`src/rtl/uart_pkg.sv`:
```
// Shared definitions for the UART parity generator: mode encodings,
// FSM states and the parity helper functions.
package uart_pkg;

    // Widest frame the helpers are sized for
    localparam int MAX_DATA_WIDTH = 16;
    localparam int LEN_EXT_W      = 5;

    typedef logic [LEN_EXT_W-1:0] len_t;

    typedef enum logic [1:0] {
        PAR_EVEN  = 2'b00,
        PAR_ODD   = 2'b01,
        PAR_MARK  = 2'b10,
        PAR_SPACE = 2'b11
    } par_mode_e;

    typedef enum logic {
        IDLE = 1'b0,
        CALC = 1'b1
    } par_state_e;

    // Turn the raw XOR of the active data bits into the line parity bit
    function automatic logic apply_par_mode(input par_mode_e mode, input logic raw_xor);
        logic result;
        case (mode)
            PAR_EVEN:  result = raw_xor;
            PAR_ODD:   result = ~raw_xor;
            PAR_MARK:  result = 1'b1;
            default:   result = 1'b0;
        endcase
        return result;
    endfunction

    // XOR of data bits [len-1:0]; bits at or above len do not contribute
    function automatic logic masked_xor(input logic [MAX_DATA_WIDTH-1:0] data, input len_t len);
        logic acc;
        acc = 1'b0;
        for (int i = 0; i < MAX_DATA_WIDTH; i++) begin
            if (len_t'(i) < len) begin
                acc = acc ^ data[i];
            end
        end
        return acc;
    endfunction

endpackage

```
`src/rtl/uart_parity_gen.sv`:
```
// Parametrised UART parity generator. SERIAL=0 computes the parity in one
// edge; SERIAL=1 walks the data one bit per edge and reports busy meanwhile.
module uart_parity_gen
    import uart_pkg::*;
#(
    parameter int DATA_WIDTH = 8,
    parameter int SERIAL     = 0,
    parameter int LEN_W      = 4
) (
    input  logic                  CLK,
    input  logic                  RST,
    input  logic [DATA_WIDTH-1:0] P_DATA,
    input  logic                  Data_Valid,
    input  logic                  PAR_EN,
    input  logic [1:0]            PAR_MODE,
    input  logic [LEN_W-1:0]      DATA_LEN,
    output logic                  par_bit,
    output logic                  par_valid,
    output logic                  busy
);

    len_t eff_len;
    logic accept;

    // Effective length: zero or oversize requests fall back to the full width
    always_comb begin
        eff_len = len_t'(DATA_WIDTH);
        if (DATA_LEN != '0 && 32'(DATA_LEN) <= 32'(DATA_WIDTH)) begin
            eff_len = len_t'(DATA_LEN);
        end
    end

    assign accept = Data_Valid & PAR_EN & ~busy;

    generate
        if (SERIAL == 0) begin : g_parallel

            logic [MAX_DATA_WIDTH-1:0] data_ext;
            logic                      par_bit_reg;
            logic                      par_bit_next;
            logic                      par_valid_reg;
            logic                      par_valid_next;

            // Zero-pad the frame to the helper width
            for (genvar gi = 0; gi < MAX_DATA_WIDTH; gi++) begin : g_ext
                if (gi < DATA_WIDTH) begin : g_bit
                    assign data_ext[gi] = P_DATA[gi];
                end else begin : g_pad
                    assign data_ext[gi] = 1'b0;
                end
            end

            // One-edge parity from the live inputs on every accepted request
            always_comb begin
                par_bit_next   = par_bit_reg;
                par_valid_next = 1'b0;
                if (accept) begin
                    par_bit_next   = apply_par_mode(par_mode_e'(PAR_MODE),
                                                    masked_xor(data_ext, eff_len));
                    par_valid_next = 1'b1;
                end
            end

            // Result registers
            always_ff @(posedge CLK or negedge RST) begin
                if (!RST) begin
                    par_bit_reg   <= 1'b0;
                    par_valid_reg <= 1'b0;
                end else begin
                    par_bit_reg   <= par_bit_next;
                    par_valid_reg <= par_valid_next;
                end
            end

            assign par_bit   = par_bit_reg;
            assign par_valid = par_valid_reg;
            assign busy      = 1'b0;

        end else begin : g_serial

            par_state_e            state_reg;
            par_state_e            state_next;
            logic [DATA_WIDTH-1:0] shift_reg;
            logic [DATA_WIDTH-1:0] shift_next;
            len_t                  cnt_reg;
            len_t                  cnt_next;
            len_t                  len_reg;
            len_t                  len_next;
            par_mode_e             mode_reg;
            par_mode_e             mode_next;
            logic                  acc_reg;
            logic                  acc_next;
            logic                  par_bit_reg;
            logic                  par_bit_next;
            logic                  par_valid_reg;
            logic                  par_valid_next;

            // Capture in IDLE, then fold one bit per edge; the last bit is
            // folded straight into the result so latency equals the length
            always_comb begin
                state_next     = state_reg;
                shift_next     = shift_reg;
                cnt_next       = cnt_reg;
                len_next       = len_reg;
                mode_next      = mode_reg;
                acc_next       = acc_reg;
                par_bit_next   = par_bit_reg;
                par_valid_next = 1'b0;
                case (state_reg)
                    IDLE: begin
                        if (accept) begin
                            state_next = CALC;
                            shift_next = P_DATA;
                            cnt_next   = '0;
                            len_next   = eff_len;
                            mode_next  = par_mode_e'(PAR_MODE);
                            acc_next   = 1'b0;
                        end
                    end
                    CALC: begin
                        if (cnt_reg == len_reg - len_t'(1)) begin
                            par_bit_next   = apply_par_mode(mode_reg, acc_reg ^ shift_reg[0]);
                            par_valid_next = 1'b1;
                            state_next     = IDLE;
                            cnt_next       = '0;
                            acc_next       = 1'b0;
                        end else begin
                            acc_next   = acc_reg ^ shift_reg[0];
                            shift_next = shift_reg >> 1;
                            cnt_next   = cnt_reg + len_t'(1);
                        end
                    end
                    default: begin
                        state_next = IDLE;
                    end
                endcase
            end

            // State and datapath registers; reset aborts any calculation
            always_ff @(posedge CLK or negedge RST) begin
                if (!RST) begin
                    state_reg     <= IDLE;
                    shift_reg     <= '0;
                    cnt_reg       <= '0;
                    len_reg       <= '0;
                    mode_reg      <= PAR_EVEN;
                    acc_reg       <= 1'b0;
                    par_bit_reg   <= 1'b0;
                    par_valid_reg <= 1'b0;
                end else begin
                    state_reg     <= state_next;
                    shift_reg     <= shift_next;
                    cnt_reg       <= cnt_next;
                    len_reg       <= len_next;
                    mode_reg      <= mode_next;
                    acc_reg       <= acc_next;
                    par_bit_reg   <= par_bit_next;
                    par_valid_reg <= par_valid_next;
                end
            end

            assign par_bit   = par_bit_reg;
            assign par_valid = par_valid_reg;
            assign busy      = (state_reg == CALC);

        end
    endgenerate

endmodule

```
`config.mk`:
```
export PLATFORM = sky130hd
export DESIGN_NAME = uart_parity_gen
export DESIGN_NICKNAME = d
export VERILOG_FILES = /design/src/rtl/uart_pkg.sv /design/src/rtl/uart_parity_gen.sv
export SDC_FILE = /design/constraint.sdc
export NUM_CORES = 1
export LEC_CHECK = 0
export BUFFER_PORTS_ARGS = -buffer_cell sky130_fd_sc_hd__buf_2
export CAP_MARGIN = 15
export CORE_AREA = 2 2 39 41
export CTS_CLUSTER_DIAMETER = 80
export DETAILED_ROUTE_END_ITERATION = 8
export DIE_AREA = 0 0 41 43
export PLACE_DENSITY = 0.59
export REMOVE_ABC_BUFFERS = 1
export SLEW_MARGIN = 15
export SYNTH_ARGS = -nofsm -noshare
export SYNTH_HDL_FRONTEND = slang
export SYNTH_SLANG_ARGS = --single-unit
```
`constraint.sdc`:
```
create_clock -name CLK -period 0.8 [get_ports CLK]
set_input_delay 0.04 -clock CLK [delete_from_list [all_inputs] [get_ports CLK]]
set_output_delay 0.04 -clock CLK [all_outputs]
set_load 0.005 [all_outputs]
```
==> results of run 1 <==
power groups by stage:
stage | logic, W | registers (W) | clock network [W]
after CTS | 0.000302 | 0.000125 | 0.000227
after global routing | 0.000331 | 0.000126 | 0.000231
final | 0.000300 | 0.000125 | 0.000215
after floorplan | 0.000128 | 0.000129 | 0
after global placement | 0.000263 | 0.000126 | 0
after detailed placement | 0.000266 | 0.000126 | 0
critical path, stage by stage:
cell and delay [ns]:
sky130_fd_sc_hd__buf_2 0.11, sky130_fd_sc_hd__or4b_4 0.55, sky130_fd_sc_hd__a21oi_4 0.20, sky130_fd_sc_hd__o311ai_2 0.15, sky130_fd_sc_hd__a211oi_2 0.20, sky130_fd_sc_hd__o21ai_1 0.09, sky130_fd_sc_hd__nand3_1 0.06
through the flow:
step            util  area, um^2  cells  hold WS [ns]  total power [W]
3_5_place_dp   0.375         519     86        -0.170         0.000392
4_1_cts        0.438         606     90         0.127         0.000654
5_1_grt        0.438         606     90         0.150         0.000688
6_report       0.438         606     90         0.134         0.000639
3_3_place_gp   0.375         519     86        -0.174         0.000389
2_1_floorplan      -         322     40        -0.256         0.000256
worst max path at each step:
| stage | end | slack (ns) |
|---|---|---|
| after global placement | par_bit$_DFFE_PN0P_ | -0.70 |
| after global routing | par_bit$_DFFE_PN0P_ | -0.54 |
| after CTS | par_bit$_DFFE_PN0P_ | -0.43 |
| final | par_bit$_DFFE_PN0P_ | -0.46 |
| after floorplan | par_bit$_DFFE_PN0P_ | -0.53 |
| after detailed placement | par_bit$_DFFE_PN0P_ | -0.71 |
cell type report:
type | instances | area, um^2
fillers | 147 | 778
multi-input cells | 37 | 315
repair buffers | 31 | 194
flip-flops and latches | 2 | 50.0
clock buffers | 3 | 22.5
well taps | 16 | 20.0
inverters | 1 | 3.75
metal layers:
metal  vias up  wire [um]  global-route usage
met5         -          0                   0
met4         0          0              0.0600
met3         0         80              0.0471
met2        17        464               0.206
met1       195        358               0.129
li1        225          -                   -
cell usage in the layout (no fill, tap or decap), types with 2 or more instances in the layout:
cell type,count
sky130_fd_sc_hd__a21oi_1,3
sky130_fd_sc_hd__buf_2,18
sky130_fd_sc_hd__buf_4,11
sky130_fd_sc_hd__clkbuf_4,3
sky130_fd_sc_hd__dfrtp_1,2
sky130_fd_sc_hd__nand2_1,3
sky130_fd_sc_hd__nor3_1,2
sky130_fd_sc_hd__nor4_1,2
sky130_fd_sc_hd__o21ai_0,3
sky130_fd_sc_hd__o21ai_1,2
sky130_fd_sc_hd__o21bai_1,2
sky130_fd_sc_hd__or4b_4,2
cell families (layout without fill, tap and decap cells):
logic type	Yosys count	after routing	synth area share
AO/OA/AOI/OAI	16	16	0.331
XOR/XNOR	4	4	0.171
buffers and inverters	2	35	0.0342
flip-flops	2	2	0.152
other	1	1	0.0114
AND/OR/NAND/NOR	16	16	0.300
timing repair:
| action | CTS | global route |
|---|---|---|
| resized for setup | 11 | 0 |
| endpoints found under the setup margin | 1 | 1 |
| hold endpoints to repair | 2 | 0 |
| setup buffers | 0 | 0 |
| hold buffers | 1 | 0 |
| pin swaps | 2 | 0 |
==> results list, run 1 <==
- The worst setup path is launched from a primary input.
- The most used flip-flop cell after synthesis is sky130_fd_sc_hd__dfrtp_1.
- Of the total power, the clock network draws 0.336.
* Power density of the placed cells: 1060 nW/um^2
- IO Count: 21
* Setup repair after global routing missed its margin: true
- Clk Latency, worst-skew pair: 0.22 ns
- Number of cells on the worst reg-to-reg path: 2
* Final clock skew: 0 ns
- The core region is 1380 um^2.
- Buffers on Ports: 19
* Post-synthesis instance area: 329 um^2
- The share of total power dissipated in combinational logic is 0.469.
* Timing startpoint of the critical path: DATA_LEN[3]
* Post-synthesis cell type with the largest combined area: sky130_fd_sc_hd__dfrtp_1
* Tightest Hold Check Type: in -> async
- The cell count after synthesis came out at 41.
- TritonCTS built the clock tree.
- Of the cells placed in the final design, the portion with a size suffix greater than 1 is 0.595.
- Distinct cell type count of the synthesized netlist: 27
- The flow ran to the end, but the final reports show violations.
* Count of final setup violators: 1
- Number of placement rows: 14
- The die is 43 um tall.
- FMAX: 796 MHz
* Register share of total power: 0.195
- For this design the static power due to leakage is 0.288 nW.
- Flip-flop and latch count after synthesis: 2
- Counting flops with a built-in enable in the synthesized netlist gives 0.
* Floorplan die area: 1760 um^2
- Warnings, synthesis: 0
- Of the post-synthesis cell area, the dominant cell type holds 0.152.
- Fraction of the cycle the final worst path needs: 1.57
- In the global route stage, overall resource usage came out at 0.124.
- Clock Sink Count: 2
- Fraction of synthesis flops using an asynchronous set or reset pin: 1.00
* 1st-pass router iterations: 3
- # Max-Cap Violations: 0
* Number of levels the H-tree was split into: 1
- For this run, design rule violations remaining after detail routing come to 0.
- For this configuration, the core starts out at a cell density of 0.238.
- The root buffer cell chosen for the clock tree is sky130_fd_sc_hd__clkbuf_4.
- Arrival @ worst endpoint: 1.41 ns
* Total count of max-transition violations in the final report: 0
* Worst slack, placed: -0.708 ns
- Along the worst path, the maximum fanout reaches 4.
- Type of the worst setup path: in -> reg
- P_int: 0.000453 W
- The via count of the first global-routing pass was 416.
- Of the total power, the share spent switching nets is 0.291.
- Clk pin slew, worst setup/hold paths: 0.03 ns
* Failing checks: negative setup slack
* CTS Buf Count: 3
* Setup slack of the worst register-to-register path: 0.12 ns
- Count leader, synth: sky130_fd_sc_hd__a21oi_1
- IR analysis of the VDD net gives a maximum drop of 0.000316 V.
- Overall via count from detail_route: 437
- After layout, the minimum clock period comes to 1.26 ns.
* Part of the Yosys area used for sequential elements: 0.152
- After detailed routing, the total wire length is 902 um.
- STA classifies the critical path endpoint as a flop.
- The worst register-to-register path begins at par_bit$_DFFE_PN0P_.
- Summed over all layers, the global routing overflow is 0.
- Per-instance average area after synthesis: 8.03 um^2
* Worst path setup slack after routing: -0.456 ns
- Sorting the synthesized cells by how often they occur yields 4 x sky130_fd_sc_hd__a21oi_1, 3 x sky130_fd_sc_hd__nand2_1, 3 x sky130_fd_sc_hd__nor3_1, 3 x sky130_fd_sc_hd__o21ai_0.
- The number of hold violations in the final report is 0.
- Wire per inst: 10.0 um
- Endpoint of the worst-slack reg-to-reg timing path: par_bit$_DFFE_PN0P_
* Die Span X: 41 um
- Count of inserted antenna diode cells: 0
- NumNets Final: 94
* Global placement routability congestion: 0.649
- Number of antenna violations at the first check in global routing: 0
- For the final routed database, the setup TNS stands at -0.456 ns.
- CP Data Required Time: 0.95 ns
- By area the synthesized netlist is led by sky130_fd_sc_hd__dfrtp_1 15%, sky130_fd_sc_hd__xnor3_1 6.8%, sky130_fd_sc_hd__a21oi_1 6.1%.
- Buffer levels on the longest clock path: 2
* Net switching power: 0.000186 W
* Synthesis-to-finish area growth: 84.0%
- Wire length of the first global-routing pass: 1490 um
- Pin count of the biggest net entering global routing: 6
- In the routed layout, each cell is associated on average with a via count of 4.86.
* Post-detailed-route count of antenna-violating nets: 0
- Summed over all nets, the half-perimeter wirelength after detailed placement is 709 um.
* First DRT Iteration DRCs: 8
(Power assumes the default switching activity.)
==> run 2, diff against run 1 <==
==> constraint.sdc (replaced) <==
create_clock -name CLK -period 1.3 [get_ports CLK]
set_input_delay 0.065 -clock CLK [delete_from_list [all_inputs] [get_ports CLK]]
set_output_delay 0.065 -clock CLK [all_outputs]
set_load 0.005 [all_outputs]
==> run 2 against run 1 <==
  * Clock skew stayed put
  * Die area stayed put
  * Sequential cell count stayed put
  * Utilization is 1.6 points lower
  * Register-to-register slack better by 0.48 ns
  * Highest routed layer unchanged
  * Critical path depth stayed put
  * Final cell count is 3.3% lower
  * The flow now finishes without violations
==> results list, run 2 (synthesized netlist as in run 1, its figures left out) <==
- Result of the run: finished clean
* Most used cells in the layout excluding fill and tap cells: 18 x sky130_fd_sc_hd__buf_2, 8 x sky130_fd_sc_hd__buf_4
- The number of buffers added on ports is 19 (unchanged).
- The area inside the core boundary was 1380 um^2 (unchanged).
- The TritonCTS buffer count was 3 (unchanged).
* Overall global routing resource usage: 0.0983 (-0.0262)
- Cell at the slowest stage of the critical path: sky130_fd_sc_hd__or4b_4
- The total congestion overflow was 0 (unchanged).
* First DRT Iteration DRCs: 8 (unchanged)
* Wire per inst: 9.61 um (-4.1%)
- The wire length after detailed routing was 836 um (-7.3%).
* Vert. Die Dim: 43 um (unchanged)
- The critical path buffer and inverter count came to 1 (unchanged).
- The number of violations of the max-capacitance limit was 0 (unchanged).
- The number of placement rows came to 14 (unchanged).
* Clk Latency, worst-skew pair: 0.22 ns (about the same)
* CTS Root Buffer Type: sky130_fd_sc_hd__clkbuf_4
- Final cell count without fillers: 87 (-3.3%)
- Largest delay contributor family on the critical path: simple AND/OR/NAND/NOR gates
- Buffer levels on the longest clock path: 2 (unchanged)
* # DRC: 0 (unchanged)
- CP Data Required Time: 1.39 ns (+0.44 ns)
* Number of buffers added for setup after CTS: 0 (unchanged)
- FMAX: 772 MHz
* Pin count of the biggest net entering global routing: 6 (unchanged)
* Initial cell density of the core: 0.238 (unchanged)
- The power per cell area came to 670 nW/um^2 (-37%).
- The setup slack of the worst register-to-register path came to 0.60 ns (+0.48 ns).
* Post-detailed-route count of antenna-violating nets: 0 (unchanged)
- The top-level port count is 21 (unchanged).
* Worst slack on hold paths: 0.160 ns (+0.0257 ns)
- The via-per-instance ratio was 4.97 (+2.3%).
- Instance count after placement with tap cells included: 83 (-3.5%)
- Static Leak: 0.274 nW (-4.9%)
- After layout, the minimum clock period comes to 1.30 ns.
* Setup repair after global routing missed its margin: true
* Clock Sink Count: 2 (unchanged)
* Arrival @ worst endpoint: 1.39 ns (-0.02 ns)
* Global placement routability congestion: 0.655 (+0.82%)
* Tightest Hold Check Type: in -> async
- Clk pin slew, worst setup/hold paths: 0.03 ns (about the same)
- The area enclosed by the die boundary was 1760 um^2 (unchanged).
- The worst register-to-register path begins at par_bit$_DFFE_PN0P_.
- Number of cells on the worst reg-to-reg path: 2 (unchanged)
- The worst ir drop on vdd is 0.000218 V (-31%).
- Count of final setup violators: 0 (-1)
* Final clock skew: 0 ns (unchanged)
* TritonCTS clock tree: done
* Count of inserted antenna diode cells: 0 (unchanged)
- The signal on the critical path passes through buf_6 -> or4b_4 -> a21oi_4 -> o311a_4 -> nor3_1 -> o21ai_1 -> nand3_1.
- Leading cell type in the layout, fill and taps excluded: sky130_fd_sc_hd__buf_2
- Synthesis-to-finish area growth: 77.2%
* Number of antenna violations at the first check in global routing: 0 (unchanged)
* Layout filler cell count: 148 (+0.68%)
* Type of the worst setup path: in -> reg
- Overall via count from detail_route: 432 (-1.1%)
- Maximum fanout along the worst path: 5 (+1)
- Hold Vio Cnt, Final: 0 (unchanged)
- Dividing the final minimum period by the clock period gives 0.997.
- The worst setup path is launched from a primary input.
- Endpoint of the worst-slack reg-to-reg timing path: par_bit$_DFFE_PN0P_
- HPWL after detailed placement: 678 um (-4.3%)
* NumNets Final: 91 (-3.2%)
* 1st-pass router iterations: 2 (-1)
- The instance count on the critical path came to 7 (unchanged).
- The final number of max-transition violations was 0 (unchanged).
* Number of levels the H-tree was split into: 1 (unchanged)
- The share of cells above drive strength 1 was 0.577 (-0.0171).
- The via count of the first global-routing pass is 351 (-16%).
- Critical Path Sink Type: flop
- The delay of the slowest cell on the worst path came to 0.54 ns (about the same).
* Worst setup path endpoint: par_bit$_DFFE_PN0P_
- The global-route wire length before repair came to 1180 um (-21%).
- In this run the worst setup path begins at DATA_LEN[1].
* Die Span X: 41 um (unchanged)
==> run 2: layout make-up <==
| class | count | area [um^2] | share of cell area |
|---|---|---|---|
| Sequential cell | 2 | 50.0 | 0.0858 |
| Timing Repair Buffer | 28 | 171 | 0.294 |
| Multi-Input combinational cell | 37 | 315 | 0.541 |
| Clock buffer | 3 | 22.5 | 0.0386 |
| Inverter | 1 | 3.75 | 0.00644 |
| Tap cell | 16 | 20.0 | 0.0343 |
==> run 2: layer usage <==
layer	vias up	global-route usage	share of wire
met2	17	0.163	0.50
met3	0	0.0314	0.078
li1	220	-	-
met1	195	0.0994	0.42
met4	0	0.0600	0
met5	-	0	0
==> run 2: worst min path at each step <==
stage               from                  end  slack, ns  cells after the start
finish               RST  par_valid$_DFF_PN0_       0.16                      2
global route         RST  par_valid$_DFF_PN0_       0.17                      2
CTS                  RST  par_valid$_DFF_PN0_       0.15                      2
detailed placement   RST  par_bit$_DFFE_PN0P_      -0.15                      1
global placement     RST  par_valid$_DFF_PN0_      -0.15                      1
floorplan            RST  par_bit$_DFFE_PN0P_      -0.23                      0
==> run 2: timing repair <==
| item | 4_1_cts | 5_1_grt |
|---|---|---|
| endpoints found under the hold margin | 2 | 0 |
| setup endpoints to repair | 1 | 1 |
| gates cloned | 0 | 0 |
| pin swaps | 1 | 7 |
| hold buffers | 1 | 0 |
| resized for setup | 1 | 10 |
==> run 2: where the power goes <==
part | switching (W) | leakage, nW | internal [W]
Clock | 0.0000320 | 0.0138 | 0.000102
Combinational | 0.0000793 | 0.235 | 0.000101
Sequential | 0.00000368 | 0.0251 | 0.0000728
==> run 2: metrics by stage <==
step	setup TNS (ns)	setup WS, ns	util	cell area, um^2	total power, W
after floorplan	-0.0506	-0.0506	-	322	0.000158
after global placement	-0.218	-0.218	0.359	497	0.000235
after detailed placement	-0.247	-0.247	0.359	497	0.000238
after CTS	0	0.00288	0.385	533	0.000386
after global routing	-0.0400	-0.0400	0.421	583	0.000427
final	0	0.00385	0.421	583	0.000390
